**src/rtl/program_loader.sv**
```systemverilog
// program_loader: streams a program into instruction memory, optionally verifies
// a trailing checksum word, then releases the pipeline core from reset.
// Optional checksum stage: define LOADER_CHECKSUM_EN to enable it.
module program_loader #(
    parameter int unsigned DEPTH = 64,
    parameter int unsigned AW    = 6
) (
    input  logic        clk,
    input  logic        rst,
    input  logic        start,
    input  logic        in_valid,
    input  logic [31:0] in_data,
    input  logic        in_last,
    output logic        in_ready,
    output logic        imem_we,
    output logic [31:0] imem_addr,
    output logic [31:0] imem_wdata,
    output logic        core_rst,
    output logic        done,
    output logic        error
);

    typedef enum logic [2:0] {
        IDLE    = 3'd0,
        LOAD    = 3'd1,
        CHECK   = 3'd2,
        RELEASE = 3'd3,
        RUN     = 3'd4,
        FAIL    = 3'd5
    } state_t;

    localparam logic [AW-1:0] LAST_IDX = AW'(DEPTH - 1);

    state_t        state;
    logic [AW-1:0] count;
    // Set for the cycle after the final program beat so that RELEASE starts
    // only once the last write strobe has been presented to memory.
    logic          drain;
`ifdef LOADER_CHECKSUM_EN
    logic [31:0]   sum;
`endif

    logic accept_c;
    logic restart_c;

    // Beat handshake and load (re)start qualification.
    always_comb begin
        accept_c  = in_valid && in_ready;
        restart_c = start && ((state == IDLE) || (state == RUN) || (state == FAIL));
    end

    // Loader FSM with registered outputs.
    always_ff @(posedge clk or negedge rst) begin
        if (!rst) begin
            state      <= IDLE;
            count      <= '0;
            drain      <= 1'b0;
            in_ready   <= 1'b0;
            imem_we    <= 1'b0;
            imem_addr  <= '0;
            imem_wdata <= '0;
            core_rst   <= 1'b0;
            done       <= 1'b0;
            error      <= 1'b0;
`ifdef LOADER_CHECKSUM_EN
            sum        <= '0;
`endif
        end else begin
            imem_we <= 1'b0;
            if (restart_c) begin
                state    <= LOAD;
                count    <= '0;
                drain    <= 1'b0;
                in_ready <= 1'b1;
                core_rst <= 1'b0;
                done     <= 1'b0;
                error    <= 1'b0;
`ifdef LOADER_CHECKSUM_EN
                sum      <= '0;
`endif
            end else begin
                case (state)
                    LOAD: begin
                        if (drain) begin
                            drain <= 1'b0;
                            state <= RELEASE;
                        end else if (accept_c) begin
                            imem_we    <= 1'b1;
                            imem_addr  <= 32'({count, 2'b00});
                            imem_wdata <= in_data;
                            count      <= count + AW'(1);
`ifdef LOADER_CHECKSUM_EN
                            sum        <= sum + in_data;
`endif
                            if ((count == LAST_IDX) && !in_last) begin
                                // Memory full but the source has more words.
                                error    <= 1'b1;
                                in_ready <= 1'b0;
                                state    <= FAIL;
                            end else if (in_last) begin
`ifdef LOADER_CHECKSUM_EN
                                state    <= CHECK;
`else
                                in_ready <= 1'b0;
                                drain    <= 1'b1;
`endif
                            end
                        end
                    end
`ifdef LOADER_CHECKSUM_EN
                    CHECK: begin
                        if (accept_c) begin
                            in_ready <= 1'b0;
                            if (in_data == sum) begin
                                state <= RELEASE;
                            end else begin
                                error <= 1'b1;
                                state <= FAIL;
                            end
                        end
                    end
`endif
                    RELEASE: begin
                        state    <= RUN;
                        core_rst <= 1'b1;
                        done     <= 1'b1;
                    end
                    IDLE, RUN, FAIL: begin
                        state <= state;
                    end
                    default: begin
                        state    <= IDLE;
                        in_ready <= 1'b0;
                        core_rst <= 1'b0;
                        done     <= 1'b0;
                    end
                endcase
            end
        end
    end

endmodule

```
**config.mk**
```make
export PLATFORM = sky130hd
export DESIGN_NAME = program_loader
export DESIGN_NICKNAME = d
export VERILOG_FILES = /design/src/rtl/program_loader.sv
export SDC_FILE = /design/constraint.sdc
export NUM_CORES = 1
export LEC_CHECK = 0
export ABC_AREA = 1
export BUFFER_PORTS_ARGS = -buffer_cell sky130_fd_sc_hd__buf_4
export CORE_UTILIZATION = 50
export CTS_CLUSTER_SIZE = 30
export DETAILED_ROUTE_END_ITERATION = 12
export HOLD_SLACK_MARGIN = 0.06
export PLACE_DENSITY = 0.84
export SYNTH_ARGS = -nofsm -noshare
export SYNTH_HDL_FRONTEND = slang
export SYNTH_SLANG_ARGS = --single-unit
```
**constraint.sdc**
```tcl
create_clock -name clk -period 2.35 [get_ports clk]
set_input_delay 0.5875 -clock clk [delete_from_list [all_inputs] [get_ports clk]]
set_output_delay 0.5875 -clock clk [all_outputs]
set_load 0.01 [all_outputs]
```
# Word level (Yosys, flattened, before mapping)
# Index checks and enable logic that the tools add are counted.
[totals] reg_bits=52 inputBits=37 output_inout_bits=69 word_cells=76
[op_classes] add_sub_neg=1 eq_ne=14 n_mux=32 bitwise_logic=2 reduce_logical=18
[ops] operator="two-way mux 6 bit" n=4
[ops] operator="two-way mux 1 bit" n=21
[ops] operator="two-way mux 3 bit" n=4
[ops] operator="inequality test 4 bit (second input constant)" n=3
[ops] operator="AND reduction 4 bit" n=3
[ops] operator="one-hot mux 3 bit (3 select lines)" n=1
[ops] operator="OR reduction 4 bit" n=2
[ops] operator="adder 6 x 1 -> 6 bit (second input constant)" n=1
[ops] operator="== test 3 bit (second input constant)" n=2
[ops] operator="== test 6 bit (second input constant)" n=1
[ops] operator="inequality test 2 x 1 -> 1 bit (second input constant)" n=3
[ops] operator="inequality test 3 bit (second input constant)" n=2
[ops] operator="AND reduction 3 bit" n=2
[ops] operator="nonzero test 2 bit" n=3
[ops] operator="one-hot mux 1 bit (2 select lines)" n=2
[ops] operator="== test 3 x 1 -> 1 bit (second input constant)" n=1
[ops] operator="== test 3 x 2 -> 1 bit (second input constant)" n=1
[ops] operator="logical AND 1 bit" n=3
[ops] operator="zero test 3 bit" n=1
[ops] operator="OR reduction 3 bit" n=1
[ops] operator="logical OR 1 bit" n=2
[ops] operator="inequality test 2 bit (second input constant)" n=1
[ops] operator="NOT 1 bit" n=2
[ops] operator="zero test 1 bit" n=1

# Logic depth before layout (Yosys ltp)
[depth] ltp_word=7 ltp_mapped=9 depth_no_buf=8

# Worst setup path after synthesis
# OpenSTA, ideal clock, no wires.
[synth_path] kind="input to register" from="input in_valid" to="register imem_wdata[10]" arrival_time_ps=1272 t_required_ps=2234 slack_ps=962 cell_stages=7 path_cell_list="nand2_1 nor2_1 nand2_2 buf_6 buf_6 nand2_1 nand2_1"
[synth_via] elab_chain_len=2
[synth_lines] element="from (decl)" line="11" text="input logic in_valid,"
[synth_lines] element="logical AND 1 bit" line="48" text="accept_c = in_valid && in_ready;"
[synth_lines] element="AND reduction 4 bit (no line)"
[synth_lines] element="to (signal assigned)" line="90" text="imem_wdata <= in_data;"
[synth_lines] element="to (decl)" line="17" text="output logic [31:0] imem_wdata,"
# Every way passes these cells.
# A chain may end at the register's enable or synchronous reset.

# Final worst setup path
[layout_path] from="register state[2]" to="register count[3]"
[layout_via] elab_chain_len=6
[layout_lines] element="from (decl)" line="34" text="state_t state;"
[layout_lines] element="from (signal assigned)" line="129" text="state <= state;"
[layout_lines] element="== test 3 bit / zero test 3 bit (equally long branches)" line="49" text="restart_c = start && ((state == IDLE) || (state == RUN) || (state == FAIL));"
[layout_lines] element="logical OR 1 bit (2 in a row)" line="49"
[layout_lines] element="logical AND 1 bit" line="49"
[layout_lines] element="inequality test 2 x 1 -> 1 bit (no line) / nonzero test 2 bit (equally long branches)"
[layout_lines] element="AND reduction 3 bit (no line)"
[layout_lines] element="to (signal assigned)" line="91" text="count <= count + AW'(1);"
[layout_lines] element="to (decl)" line="35" text="logic [AW-1:0] count;"
# Parallel ways exist; a longest one is shown, timed or not.

==> metrics <==
status finished with violations; failing checks DRC; Antenna Nets Post-Route 0; peak supply drop slightly below 0.3 mV; clk buf depth 2; Nets slightly below 400; switching pwr 0.313 mW; post-CTS setup buffer count 0; placed instance area 2850 µm²; pre-CTS setup slack about 0.54 ns; initial DRC count 122; LEAKAGE 1.74 nW; Avg WL per Cell 11.0 µm; crit path launch type flip-flop; Tcrit/Tclk final 0.661; clk slew on worst S/H paths ~0.090 ns; Die X roughly 70 µm; Cell Count, Final, Fillers Out roughly 400; area fraction of the dominant cell type after synthesis 0.547; Final setup viols 0; most common cell after layout, fill and taps aside nand2_1; clock skew between 0.007 and 0.008 ns; GPL Wtd Cong 0.892; Area Growth Syn to Fin 23.7%; post-route cell area 2940 µm²; sequential share of power 0.593; share of layout cells above drive strength 1 0.261; FF-to-FF setup slack between 0.7 and 0.8 ns; final setup TNS 0 ns; die area between 5000 and 6000 µm²; Max FO, Critical Path 38; Yosys top cell by area dfrtp_1; crit path time final approximately 1.6 ns; io pins ~110; Yosys warning total 0; vias in the first global route between 1500 and 2000; Netlist cell types 19; most frequent cells in the layout nand2_1, buf_4, dfrtp_1; worst-margin pin slew about 0.65 ns; initial core utilization 0.531; initial antenna violation count 0; largest net degree at the start of global routing 53; Rows 24; CP max stage delay about 0.44 ns; global-route wire length before repair between 7000 and 8000 µm; Fmax roughly 640 MHz; Post-CTS Resized 0; CTS Sinks between 50 and 60; crit path kind flip-flop to flip-flop; Seq/Total Area, Yosys 0.547; Cells after Synth approximately 280; fin worst setup slack about 0.80 ns; DR pass1 iterations 9; hold buffer count at cts 0; Internal Power roughly 1.2 mW; via count ~1900; total gr overflow 0; RSZ-0062 raised after global routing false; Tightest Hold Check Type primary input to async pin; Worst Path Required 2.56 ns; Critical Path Sink Type flip-flop; Clk Latency, worst-skew pair approximately 0.30 ns; Inserted Clock Buffers 5; Hold Vio Cnt, Final 0; Yosys reg bits 52; CTS tree done; Mean Syn Cell Area 8.58 µm²; Max Cap Violations 0; WHS slightly below 0.3 ns; routed wire length ~4400 µm; Net Sw Frac 0.208; slew margin rel. 0.570; critical-path cell list inv_1 -> nand2_2 -> nor2_4 -> nand2_2 -> inv_2 -> nand4_1 -> o21ai_0; Final Util 0.657; cell repeated most along the worst path nand2_2; Comb pwr share 0.055; # DRC 9; top post-synthesis cells by area dfrtp_1, nand2_1, buf_4; Core Area approximately 4500 µm²; Netlist Area Pre-Place about 2400 µm²; Final Slew Violations 0; Cell Pwr Density between 500 and 600 nW/µm²; root buf cell clkbuf_8; Pwr Total 1.51 mW; part of the power in the clock network 0.352; H-tree levels 2; DIE HEIGHT between 70 and 80 µm; IO Port Bufs between 70 and 80; GR Util All Layers 0.189; antenna cell count 0; Critical Path Slowest Stage Cell inv_2; DP Wirelength 3050 µm; placed cells around 400; routed vias/inst about 4.7; Critical Path AT 1.77 ns
-- routing by layer --
layer,vias up,part of all wire,global-route usage
li1,946,-,-
met1,881,0.44,0.250
met2,77,0.49,0.313
met3,0,0.070,0.0499
met4,0,0,0.0467
met5,-,0,0
-- worst paths after layout --
path | from | endpoint | cells past startpoint
setup / recovery | state[2]$_DFFE_PN0P_ | count[3]$_DFFE_PN0P_ | 7
hold / removal | rst | state[1]$_DFFE_PN0P_ | 1
setup reg to reg | state[2]$_DFFE_PN0P_ | count[3]$_DFFE_PN0P_ | 7
hold reg to reg | imem_wdata[16]$_DFFE_PN0P_ | imem_wdata[16]$_DFFE_PN0P_ | 2
max in group asynchronous | rst | imem_wdata[26]$_DFFE_PN0P_ | 1
min in group clk | in_data[4] | imem_wdata[4]$_DFFE_PN0P_ | 3
-- cell families after synthesis --
kind of cell	Yosys count	synth area share
buffers and inverters	49	0.142
other	1	0.00158
AO/OA/AOI/OAI	15	0.0326
flip-flops	52	0.547
adder cells (fa/ha/maj)	1	0.00526
AND/OR/NAND/NOR	159	0.272
-- cell usage after synthesis --
cell      number
nand2_4        1
clkbuf_1       1
nand4_1        6
nand2_2        2
nor2_1        10
a21oi_1        4
o21a_1         1
o21ai_0       10
ha_1           1
inv_1         11
buf_6          6
nand2_1      128
buf_2          2
nor2_4         1
dfrtp_1       52
conb_1         1
buf_4         28
nand3_1       11
inv_2          1
-- state kept, by name, indices dropped and copies added (netlist names) --
signal      flops
count           6
done            1
drain           1
error           1
imem_addr       6
imem_wdata     32
imem_we         1
in_ready        1
state           3
-- power by group through the flow --
| stage | registers, mW | clock network, mW | logic, mW |
|---|---|---|---|
| 2_1_floorplan | 0.912 | 0 | 0.0512 |
| 3_3_place_gp | 0.912 | 0 | 0.0832 |
| 3_5_place_dp | 0.912 | 0 | 0.0832 |
| 4_1_cts | 0.894 | 0.551 | 0.0835 |
| 5_1_grt | 0.894 | 0.584 | 0.0922 |
| 6_report | 0.894 | 0.531 | 0.0823 |
-- area by class of cell --
class | count | area, µm²
flip-flops and latches | 52 | 1300
repair buffers | 80 | 601
inverters | 12 | 45.0
well taps | 52 | 65.1
fillers | 417 | 1530
clock buffers | 7 | 96.3
multi-input cells | 201 | 833
-- critical path, delay by kind of cell (launching register included) --
kind                   cells  cell delay (ns)
flip-flops                 1             0.39
AND/OR/NAND/NOR            4             0.42
buffers and inverters      2             0.54
AO/OA/AOI/OAI              1             0.11
Note: power is estimated with default switching activity, not from simulation.
